File: src/rtl/serial_bit_tx_pkg.sv
// Shared types and helpers for the serial_bit_tx transmitter.
package serial_bit_tx_pkg;

  typedef enum logic [1:0] {
    IDLE   = 2'd0,
    SEND   = 2'd1,
    GAP    = 2'd2,
    PARITY = 2'd3
  } state_t;

  localparam logic IDLE_LEVEL_DEFAULT = 1'b0;

  // Bits needed to hold any value in 0..width.
  function automatic int calc_len_w(input int width);
    return $clog2(width + 1);
  endfunction

  // Running even-parity accumulator step.
  function automatic logic par_step(input logic acc, input logic bit_in);
    return acc ^ bit_in;
  endfunction

endpackage

File: src/rtl/serial_bit_tx_cnt.sv
// Loadable down-counter with zero flag; shared by the bit and gap phases of serial_bit_tx.
module serial_bit_tx_cnt #(
  parameter int W = 4
) (
  input  logic         clk,
  input  logic         rst_n,
  input  logic         clr,
  input  logic         load,
  input  logic [W-1:0] load_val,
  input  logic         dec,
  output logic         zero
);

  logic [W-1:0] cnt_r;

  // Counter register: clear beats load beats decrement; decrement saturates at zero.
  always_ff @(posedge clk or negedge rst_n) begin
    if (!rst_n) begin
      cnt_r <= '0;
    end else if (clr) begin
      cnt_r <= '0;
    end else if (load) begin
      cnt_r <= load_val;
    end else if (dec && (cnt_r != '0)) begin
      cnt_r <= cnt_r - W'(1'b1);
    end else begin
      cnt_r <= cnt_r;
    end
  end

  assign zero = (cnt_r == '0);

endmodule

File: src/rtl/serial_bit_tx.sv
// Serial bit-stream transmitter: shifts a loaded word out LSB-first, then idles for GAP_CYCLES.
// Build option SERIAL_BIT_TX_PARITY_EN appends one even-parity bit after each non-empty word.
module serial_bit_tx
  import serial_bit_tx_pkg::*;
#(
  parameter int   WIDTH      = 8,
  parameter int   GAP_CYCLES = 1,
  parameter logic IDLE_LEVEL = IDLE_LEVEL_DEFAULT,
  parameter int   LEN_W      = calc_len_w(WIDTH)
) (
  input  logic             clk,
  input  logic             rst_n,
  input  logic             load_valid,
  output logic             load_ready,
  input  logic [WIDTH-1:0] load_data,
  input  logic [LEN_W-1:0] load_len,
  input  logic             abort,
  output logic             a,
  output logic             busy,
  output logic             done
);

  localparam int               GAP_W    = calc_len_w(GAP_CYCLES);
  localparam int               CNT_W    = (LEN_W > GAP_W) ? LEN_W : GAP_W;
  localparam bit               HAS_GAP  = (GAP_CYCLES > 0);
  localparam logic [CNT_W-1:0] GAP_LOAD = CNT_W'((GAP_CYCLES > 0) ? GAP_CYCLES - 1 : 0);

  state_t           state_r, state_nx_s;
  logic             a_r, a_nx_s;
  logic             done_r, done_nx_s;
  logic             par_r, par_nx_s;
  logic [WIDTH-1:0] sh_r, sh_nx_s;
  logic [LEN_W-1:0] len_s;
  logic             cnt_clr_s, cnt_load_s, cnt_dec_s, cnt_zero_s;
  logic [CNT_W-1:0] cnt_val_s;
  state_t           end_state_s;

  assign len_s       = (load_len > LEN_W'(WIDTH)) ? LEN_W'(WIDTH) : load_len;
  assign end_state_s = HAS_GAP ? GAP : IDLE;

  serial_bit_tx_cnt #(.W(CNT_W)) u_cnt (
    .clk      (clk),
    .rst_n    (rst_n),
    .clr      (cnt_clr_s),
    .load     (cnt_load_s),
    .load_val (cnt_val_s),
    .dec      (cnt_dec_s),
    .zero     (cnt_zero_s)
  );

  // State register.
  always_ff @(posedge clk or negedge rst_n) begin
    if (!rst_n) begin
      state_r <= IDLE;
    end else begin
      state_r <= state_nx_s;
    end
  end

  // Next-state and datapath decode; the counter holds bits remaining after the one on `a`.
  always_comb begin
    state_nx_s = state_r;
    a_nx_s     = IDLE_LEVEL;
    done_nx_s  = 1'b0;
    par_nx_s   = par_r;
    sh_nx_s    = sh_r;
    cnt_clr_s  = 1'b0;
    cnt_load_s = 1'b0;
    cnt_dec_s  = 1'b0;
    cnt_val_s  = '0;
    case (state_r)
      IDLE: begin
        if (load_valid) begin
          sh_nx_s = load_data >> 1'b1;
          if (len_s != '0) begin
            state_nx_s = SEND;
            a_nx_s     = load_data[0];
            par_nx_s   = load_data[0];
            cnt_load_s = 1'b1;
            cnt_val_s  = CNT_W'(len_s - LEN_W'(1'b1));
          end else begin
            state_nx_s = end_state_s;
            done_nx_s  = ~HAS_GAP;
            cnt_load_s = HAS_GAP;
            cnt_val_s  = GAP_LOAD;
          end
        end else begin
          state_nx_s = IDLE;
        end
      end
      SEND: begin
        if (abort) begin
          state_nx_s = IDLE;
          cnt_clr_s  = 1'b1;
        end else if (!cnt_zero_s) begin
          a_nx_s    = sh_r[0];
          sh_nx_s   = sh_r >> 1'b1;
          par_nx_s  = par_step(par_r, sh_r[0]);
          cnt_dec_s = 1'b1;
        end else begin
`ifdef SERIAL_BIT_TX_PARITY_EN
          state_nx_s = PARITY;
          a_nx_s     = par_r;
`else
          state_nx_s = end_state_s;
          done_nx_s  = ~HAS_GAP;
          cnt_load_s = HAS_GAP;
          cnt_val_s  = GAP_LOAD;
`endif
        end
      end
`ifdef SERIAL_BIT_TX_PARITY_EN
      PARITY: begin
        if (abort) begin
          state_nx_s = IDLE;
          cnt_clr_s  = 1'b1;
        end else begin
          state_nx_s = end_state_s;
          done_nx_s  = ~HAS_GAP;
          cnt_load_s = HAS_GAP;
          cnt_val_s  = GAP_LOAD;
        end
      end
`endif
      GAP: begin
        if (abort) begin
          state_nx_s = IDLE;
          cnt_clr_s  = 1'b1;
        end else if (cnt_zero_s) begin
          state_nx_s = IDLE;
          done_nx_s  = 1'b1;
        end else begin
          cnt_dec_s = 1'b1;
        end
      end
      default: begin
        state_nx_s = IDLE;
        cnt_clr_s  = 1'b1;
      end
    endcase
  end

  // Registered serial bit, done pulse, shift register and parity accumulator.
  always_ff @(posedge clk or negedge rst_n) begin
    if (!rst_n) begin
      a_r    <= IDLE_LEVEL;
      done_r <= 1'b0;
      par_r  <= 1'b0;
      sh_r   <= '0;
    end else begin
      a_r    <= a_nx_s;
      done_r <= done_nx_s;
      par_r  <= par_nx_s;
      sh_r   <= sh_nx_s;
    end
  end

  assign a          = a_r;
  assign done       = done_r;
  assign load_ready = (state_r == IDLE);
  assign busy       = (state_r != IDLE);

endmodule
File: config.mk
export PLATFORM = sky130hd
export DESIGN_NAME = serial_bit_tx
export DESIGN_NICKNAME = d
export VERILOG_FILES = /design/src/rtl/serial_bit_tx_pkg.sv /design/src/rtl/serial_bit_tx_cnt.sv /design/src/rtl/serial_bit_tx.sv
export SDC_FILE = /design/constraint.sdc
export NUM_CORES = 1
export LEC_CHECK = 0
export ABC_CLOCK_PERIOD_IN_PS = 3130
export CAP_MARGIN = 20
export CORE_MARGIN = 10
export CORE_UTILIZATION = 50
export CTS_CLUSTER_DIAMETER = 50
export DETAILED_ROUTE_END_ITERATION = 12
export HOLD_SLACK_MARGIN = 0.05
export PLACE_DENSITY = 0.78
export REMOVE_ABC_BUFFERS = 1
export SLEW_MARGIN = 30
export SYNTH_ARGS = -nofsm -noshare
export SYNTH_HDL_FRONTEND = slang
export SYNTH_HIERARCHICAL = 1
export SYNTH_SLANG_ARGS = --single-unit
File: constraint.sdc
create_clock -name clk -period 3.13 [get_ports clk]
set_clock_uncertainty 0.05 [all_clocks]
set_input_delay 0.626 -clock clk [delete_from_list [all_inputs] [get_ports clk]]
set_output_delay 0.626 -clock clk [all_outputs]
set_load 0.01 [all_outputs]
# Word-level counts from Yosys, hierarchy flattened
# Index checks and enable logic that the tools add are counted.
[classes]
add_sub_neg = 2
magnitude_cmp = 1
eq_ne = 7
muxes = 33
reduce_logical = 11
[ops]
columns = ["cell", "count"]
rows = [
  ["$mux 4", 7],
  ["$mux 8", 3],
  ["$pmux 8 s2", 1],
  ["$mux 1", 12],
  ["$mux 2", 6],
  ["$reduce_bool 4->1", 2],
  ["$sub 4x1->4 const B", 2],
  ["$ne 2x2->1 const B", 3],
  ["$ne 3x3->1 const B", 2],
  ["$pmux 1 s2", 3],
  ["$pmux 2 s3", 1],
  ["$gt 4x4->1 const B", 1],
  ["$logic_not 4->1", 1],
  ["$reduce_and 4->1", 1],
  ["$reduce_bool 2->1", 2],
  ["$reduce_bool 3->1", 1],
  ["$eq 2x1->1 const B", 1],
  ["$eq 2x2->1 const B", 1],
  ["$logic_not 2->1", 1],
  ["$reduce_and 2->1", 1],
  ["$reduce_or 2->1", 1],
  ["$logic_and 1x1->1", 1],
]
[totals]
register_bits = 16
inputBits = 16
output_inout_bits = 4
wordCells = 59

# Logic depth before layout (Yosys ltp)
# Gate-level depths: netlist of the first run.
[depth]
depth_word = 8
depth_mapped = 10
depth_no_buf = 9

# Modules after synthesis
# The synthesis of the first run kept the hierarchy.
[modules_own_cells]
columns = ["mod", "instances", "cells_per_inst", "area_per_inst_um2", "seq_area_each_um2"]
rows = [
  ["serial_bit_tx", 1, 59, 699.4, 275.3],
  ["serial_bit_tx_cnt", 1, 31, 292.8, 100.1],
]

# Least setup slack after synthesis of the first run
# OpenSTA, ideal clock, no wires.
[synth_path]
path_type = "reg2reg"
startpoint = "register u_cnt.cnt_r[1]"
endpoint = "register u_cnt.cnt_r[3]"
setup_ns = 0.160
arrival_time_ns = 1.971
t_required_ns = 2.920
path_slack_ns = 0.948
stages_incl_launch_ff = 11
path_buffers = 1
synth_period_minus_slack_ns = 2.182
path_cell_list = "dfrtp_1 inv_1 ha_1 or3b_1 buf_2 inv_1 nor2_1 and2_1 nor4b_1 mux2i_1 a211oi_1"
[synth_via]
elab_chain_len = 6
word_cells_on_any_way = 14
cone_classes = "1 x add/sub; 9 x mux; 4 x reduce/logical"
[synth_rtl]
columns = ["item", "line", "rtl"]
rows = [
  ["from (decl)", "serial_bit_tx_cnt.sv:14", "logic [W-1:0] cnt_r;"],
  ["from (signal assigned)", "serial_bit_tx_cnt.sv:23", "cnt_r <= load_val;"],
  ["from (signal assigned)", "serial_bit_tx_cnt.sv:25", "cnt_r <= cnt_r - W'(1'b1);"],
  ["from (signal assigned)", "serial_bit_tx_cnt.sv:27", "cnt_r <= cnt_r;"],
  ["$logic_not 4->1", "serial_bit_tx_cnt.sv:31", "assign zero = (cnt_r == '0);"],
  ["via cnt_zero_s", "serial_bit_tx.sv:34", "logic cnt_clr_s, cnt_load_s, cnt_dec_s, cnt_zero_s;"],
  ["$mux 1", "serial_bit_tx.sv:95, serial_bit_tx.sv:129", ""],
  ["$mux 1", "serial_bit_tx.sv:92", "if (abort) begin"],
  ["$mux 1", "-", ""],
  ["via cnt_dec_s", "serial_bit_tx.sv:34", ""],
  ["$logic_and 1x1->1", "serial_bit_tx_cnt.sv:24", "end else if (dec && (cnt_r != '0)) begin"],
  ["$reduce_bool 3->1 (no source line)", "-", ""],
]
# The timed path passes the listed nets, and every way through them passes these cells. The select of a mux whose other input is x is not followed.
# A chain may end at the register's enable or synchronous reset.

# Final worst setup path of the first run
[layout_path]
startpoint = "register u_cnt.cnt_r[0]"
endpoint = "register u_cnt.cnt_r[3]"
# The elaborated chain is that of the path after synthesis.

==> results.py, run 1 <==
metrics = {
    "clock_tree": {
        "cts_tree": "done",
        "cts_hold_buf": 0,
        "h-tree-depth": 1,
        "clock-root-buffer": "clkbuf_4",
        "path_clk_slew_ns": 0.10,
        "worstSkewPairLatency_ns": 0.28,
        "postCtsSetupRepairBufs": 0,
        "clock-sinks": 15,
        "cts.path.max_buffers": 2,
        "numCtsBuffers": 3,
        "ctsResizeCount": 0,
    },
    "yosys": {
        "ys_types": 39,
        "synth_top_family_by_area": "multiplexers",
        "ys_warn_count": 6,
        "avgSynthCellArea_um2": 11.02,
        "seq_area_frac_synth": 0.3783,
        "synth_fa_ha_area_frac": 0.06305,
        "synth_edf_count": 0,
        "muxShareOfSynthArea": 0.1917,
        "synthCells": 90,
        "synth-seq-cells": 15,
        "async_flop_share": 1.000,
        "synth_compound_area_frac": 0.1488,
        "dominantRegCellSynth": "dfrtp_1",
        "syn_area_um2": 992.2,
        "synth-simple-area-share": 0.1589,
        "synth_xor_area_frac": 0.008827,
    },
    "worst_setup_path": {
        "worst-path-max-fanout": 7,
        "r2r_end": "u_cnt/cnt_r[3]",
        "path_class": "flip-flop to flip-flop",
        "worstPathRequired_ns": 3.21,
        "crit_start": "u_cnt/cnt_r[0]",
        "crit_path_end": "u_cnt/cnt_r[3]",
        "r2r_slack_ns": 0.60,
        "reg2reg_from": "u_cnt/cnt_r[0]",
        "reg2reg_depth": 9,
        "end_kind": "flip-flop",
        "cp.arrival_ns": 2.61,
        "start_kind": "flip-flop",
    },
    "finish": {
        "mostFrequentLayoutCell": "clkdlybuf4s50_1",
        "design_area_um2": 1227,
        "finalNetCount": 133,
        "diodes": 0,
        "drive_gt1_frac": 0.1982,
        "most-common-layout-cells": "19 x clkdlybuf4s50_1, 15 x dfrtp_1, 8 x inv_1",
        "final_util": 0.6387,
        "syn_to_final_growth_pct": 23.71,
        "n_fill_cell": 164,
    },
    "timing": {
        "rsz0062_at_grt": "no",
        "tightest_slew_ns": 0.9155,
        "hold_viol": 0,
        "setup_viol": 0,
        "period_share": 0.8095,
        "finalSetupTns_ns": 0,
        "maxSlewHeadroom": 0.3832,
        "fin_crit_ns": 2.534,
        "timing.fmax_mhz": 394.7,
        "slew_violations": 0,
    },
    "die": {
        "fp.dieW_um": 64.55,
        "fp.coreArea_um2": 1922,
        "die_h_um": 64.55,
        "ios": 20,
        "die_area_um2": 4166,
        "initial_utilization": 0.5163,
        "rows": 16,
    },
    "status": {
        "status": "finished clean",
    },
    "global_route": {
        "grt.total_usage": 0.1025,
        "grt_max_degree": 16,
        "grt_pass1_vias": 771,
        "grt_first_pass_wirelength_um": 3498,
        "antenna_found_initial": 0,
        "grt_overflow": 0,
    },
    "drt": {
        "drcViolationCount": 0,
        "finalWirelength_um": 2058,
        "wire_per_inst_um": 14.91,
        "firstDrtPassIters": 4,
        "viasPerCell": 5.449,
        "vias": 752,
        "detail-route-antenna-nets": 0,
        "drt_iter0_markers": 31,
    },
    "place": {
        "port_buffers": 19,
        "dpl_cell_area_um2": 1200,
        "dpl.hpwl_um": 1640,
        "gp_congestion": 0.7812,
    },
    "pwr": {
        "leakagePower_uw": 0.0005268,
        "vdd_ir_drop_max_v": 0.0006201,
        "pwr-share-clk": 0.100,
        "seqPwrFrac": 0.292,
        "combPwrFrac": 0.608,
        "internal_power_uw": 653.6,
        "p_sw_uw": 456.6,
        "p_per_area_nw_per_um2": 904.5,
        "switching_share": 0.4113,
    },
    "worst_hold_path": {
        "hp-class": "flip-flop to flip-flop",
    },
    "flow_run": {
        "cap_violations": 0,
    },
}
[cell type report]
type | instances | area (µm²) | share of cell area
multi-input combinational | 65 | 570.5 | 0.4648
timing repair buffer | 19 | 190.2 | 0.1549
sequential | 15 | 375.4 | 0.3058
clock buffer | 3 | 22.52 | 0.01835
inverter | 8 | 30.03 | 0.02446
clock inverter | 1 | 5.005 | 0.004077
tap | 27 | 33.78 | 0.02752
[layer usage]
layer	track usage	up-vias	wire (µm)
li1	-	364	-
met1	0.1290	357	975
met2	0.1663	27	955
met3	0.02749	4	110
met4	0.03209	0	17
met5	0	-	0
[state kept, by name, indices dropped and copies added (netlist names)]
register and flops:
u_cnt/cnt_r 4, done 1, sh_r 7, state_r 2, a 1
[power by group through the flow]
| stage | Clock, µW | Sequential [µW] | Combinational, µW |
|---|---|---|---|
| 2_1_floorplan | 0 | 318 | 501 |
| 3_3_place_gp | 0 | 323 | 651 |
| 3_5_place_dp | 0 | 328 | 678 |
| 4_1_cts | 115 | 324 | 680 |
| 5_1_grt | 125 | 336 | 741 |
| 6_report | 111 | 324 | 675 |
[worst max-delay path, stage by stage, from the launching register on]
cell and delay (ns):
dfrtp_1 0.37, inv_1 0.09, ha_1 0.22, or3b_1 0.33, inv_1 0.14, nor2_1 0.17, and2_1 0.32, nor4b_1 0.34
mux2i_1 0.24, a211oi_1 0.09
[worst min-delay path by stage]
stage | from | to | slack (ns) | cells past startpoint
floorplan | rst_n | a | 0.28 | 0
CTS | sh_r[1] | sh_r[1] | 0.47 | 1
global placement | sh_r[6] | sh_r[6] | 0.42 | 1
finish | sh_r[5] | sh_r[5] | 0.46 | 1
detailed placement | sh_r[3] | sh_r[3] | 0.45 | 1
global route | sh_r[4] | sh_r[4] | 0.49 | 1
[Yosys cell counts, types with 2 or more instances]
| cell | instances | area [µm²] |
|---|---|---|
| nand2_1 | 5 | 18.77 |
| inv_1 | 8 | 30.03 |
| nand3_1 | 3 | 15.01 |
| ha_1 | 5 | 62.56 |
| a211oi_1 | 3 | 22.52 |
| nor2b_1 | 2 | 12.51 |
| dfrtp_1 | 15 | 375.4 |
| mux2_4 | 6 | 90.09 |
| nor2_1 | 5 | 18.77 |
| o21ai_1 | 2 | 10.01 |
| mux2_2 | 7 | 78.83 |
| o21ai_0 | 2 | 10.01 |
[per-stage QoR]
step | power, µW | setup slack [ns] | cells | hold WS [ns]
global placement | 973.6 | 0.6927 | 134 | 0.4212
CTS | 1119 | 0.6450 | 138 | 0.4681
finish | 1110 | 0.5963 | 138 | 0.4630
global route | 1202 | 0.3776 | 138 | 0.4879
floorplan | 819.0 | 0.9441 | 88 | 0.2804
detailed placement | 1006 | 0.6141 | 134 | 0.4464
[cells by family (layout without fill, tap and decap cells)]
kind of cell,Yosys count,count (layout)
and+or+nand+nor,26,26
buffers and inverters,10,31
adders and majority gates,5,5
AOI/OAI and AO/OA,17,17
muxes,15,15
xor gates and xnor gates,1,1
other,1,1
DFF,15,15
Note: power is estimated with default switching activity, not from simulation.
==> inputs of run 2 (changes only) <==
--- a/config.mk
+++ b/config.mk
@@ -5,7 +5,7 @@
 export SDC_FILE = /design/constraint.sdc
 export NUM_CORES = 1
 export LEC_CHECK = 0
-export ABC_CLOCK_PERIOD_IN_PS = 3130
+export ABC_CLOCK_PERIOD_IN_PS = 2600
 export CAP_MARGIN = 20
 export CORE_MARGIN = 10
 export CORE_UTILIZATION = 50
==> constraint.sdc (replaced) <==
create_clock -name clk -period 2.6 [get_ports clk]
set_clock_uncertainty 0.05 [all_clocks]
set_input_delay 0.52 -clock clk [delete_from_list [all_inputs] [get_ports clk]]
set_output_delay 0.52 -clock clk [all_outputs]
set_load 0.01 [all_outputs]
==> run 2 against run 1 <==
Die area unchanged. Count of clock-buffer cells in the layout did not move. Sequential share of layout area down 0.37 points. Combinational power grew 22%. Design area is 1.2% higher. Flip-flop and latch count is the same. Non-clock buffer count increased by 2. Largest power group unchanged.
==> results.py, run 2 (same netlist as run 1, synthesis figures left out) <==
metrics = {
    "status": {
        "status": "finished clean",
    },
    "finish": {
        "drive_gt1_frac": 0.2124,
        "n_fill_cell": 165,
        "finalNetCount": 135,
        "syn_to_final_growth_pct": 25.22,
        "seq_area_um2": 375.4,
        "largest_register_ffs": 7,
        "regMostFlops": "sh_r",
        "mostFrequentLayoutCell": "clkdlybuf4s50_1",
        "diodes": 0,
        "top_regs": "sh_r: 7 flops, u_cnt/cnt_r: 4 flops, state_r: 2 flops",
        "multi_input_area_um2": 570.5,
        "most-common-layout-cells": "19 x clkdlybuf4s50_1, 15 x dfrtp_1, 8 x inv_1",
    },
    "die": {
        "die_area_um2": 4166,
        "ios": 20,
        "rows": 16,
        "die_h_um": 64.55,
        "fp.coreArea_um2": 1922,
        "initial_utilization": 0.5163,
        "fp.dieW_um": 64.55,
    },
    "clock_tree": {
        "worstSkewPairLatency_ns": 0.30,
        "clock-root-buffer": "clkbuf_4",
        "cts.path.max_buffers": 2,
        "path_clk_slew_ns": 0.10,
        "clock-sinks": 15,
        "cts_tree": "done",
        "cts_hold_buf": 0,
        "h-tree-depth": 1,
        "postCtsSetupRepairBufs": 0,
        "numCtsBuffers": 3,
        "ctsResizeCount": 0,
    },
    "global_route": {
        "antenna_found_initial": 0,
        "grt_max_degree": 16,
        "grt_use_met1": 0.1148,
        "met3_usage": 0.02921,
        "grt-busiest-layer": "met2",
        "grt.total_usage": 0.1025,
        "grt_first_pass_wirelength_um": 3429,
        "grtUsageMet2": 0.1749,
        "grt_pass1_vias": 771,
        "grt_overflow": 0,
    },
    "worst_hold_path": {
        "hp-class": "flip-flop to flip-flop",
    },
    "flow_run": {
        "cap_violations": 0,
    },
    "drt": {
        "drcViolationCount": 0,
        "drt_iter0_markers": 22,
        "finalWirelength_um": 2024,
        "wire_per_inst_um": 14.46,
        "firstDrtPassIters": 4,
        "detail-route-antenna-nets": 0,
        "vias": 739,
        "viasPerCell": 5.279,
    },
    "timing": {
        "slew_violations": 0,
        "fin_crit_ns": 2.305,
        "maxSlewHeadroom": 0.4199,
        "timing.fmax_mhz": 433.9,
        "finalSetupTns_ns": 0,
        "fin_hold_ws_ns": 0.4525,
        "period_share": 0.8864,
        "hold_viol": 0,
        "setup_viol": 0,
        "rsz0062_at_grt": "no",
        "tightest_slew_ns": 0.8611,
    },
    "worst_setup_path": {
        "path_class": "flip-flop to flip-flop",
        "worstPathRequired_ns": 2.70,
        "start_kind": "flip-flop",
        "end_kind": "flip-flop",
        "cp.arrival_ns": 2.40,
        "worst-path-max-fanout": 7,
    },
    "pwr": {
        "vdd_ir_drop_max_v": 0.0006418,
        "report.power.total_uw": 1354,
        "leakagePower_uw": 0.0005367,
        "p_per_area_nw_per_um2": 1089,
    },
    "place": {
        "port_buffers": 19,
        "gp_congestion": 0.7965,
        "dpl.hpwl_um": 1572,
    },
}
run 2: cell count changes in the layout (fill, tap and decap cells not counted), sizes merged:
cell  delta
buf      +2
run 2: critical path, cell delays in order (launching register included):
cell      delay [ns]
dfrtp_1         0.36
inv_1           0.08
ha_1            0.21
or3b_1          0.19
inv_1           0.10
nor2_1          0.18
and2_1          0.33
nor4b_1         0.35
mux2i_1         0.22
a211oi_1        0.08
run 2: final timing paths:
check                               start              to  slack, ns  cells past startpoint
setup / recovery           u_cnt/cnt_r[0]  u_cnt/cnt_r[3]       0.30                      9
max in group asynchronous           rst_n         sh_r[1]       1.47                      1
min in group asynchronous           rst_n  u_cnt/cnt_r[2]       0.59                      1
setup reg to reg           u_cnt/cnt_r[0]  u_cnt/cnt_r[3]       0.30                      9
hold reg to reg                   sh_r[6]         sh_r[6]       0.45                      1
hold / removal                    sh_r[6]         sh_r[6]       0.45                      1
run 2: report_power, final:
group / switching, µW / internal [µW]
Sequential: 50.5 / 336
Clock: 83.4 / 57.4
Combinational: 414 / 412
run 2: layer usage:
layer,routed length (µm),vias up
met5,0,-
met4,38,0
met3,118,5
met2,919,20
met1,948,341
li1,-,373
run 2: per-stage QoR:
| stage | util | cells | cell area, µm² | setup WS [ns] |
|---|---|---|---|---|
| after floorplan | - | 88 | 975.9 | 0.4141 |
| after global placement | 0.6322 | 136 | 1215 | 0.2756 |
| after detailed placement | 0.6322 | 136 | 1215 | 0.2010 |
| after CTS | 0.6465 | 140 | 1242 | 0.3106 |
| after global routing | 0.6465 | 140 | 1242 | 0.05543 |
| final | 0.6465 | 140 | 1242 | 0.2954 |
run 2: cell type report:
| cell class | instances | area share |
|---|---|---|
| Timing Repair Buffer | 21 | 0.1652 |
| Sequential cell | 15 | 0.3021 |
| Inverter | 8 | 0.02417 |
| Tap cell | 27 | 0.02719 |
| Clock buffer | 3 | 0.01813 |
| Clock inverter | 1 | 0.004028 |
| Multi-Input combinational cell | 65 | 0.4592 |
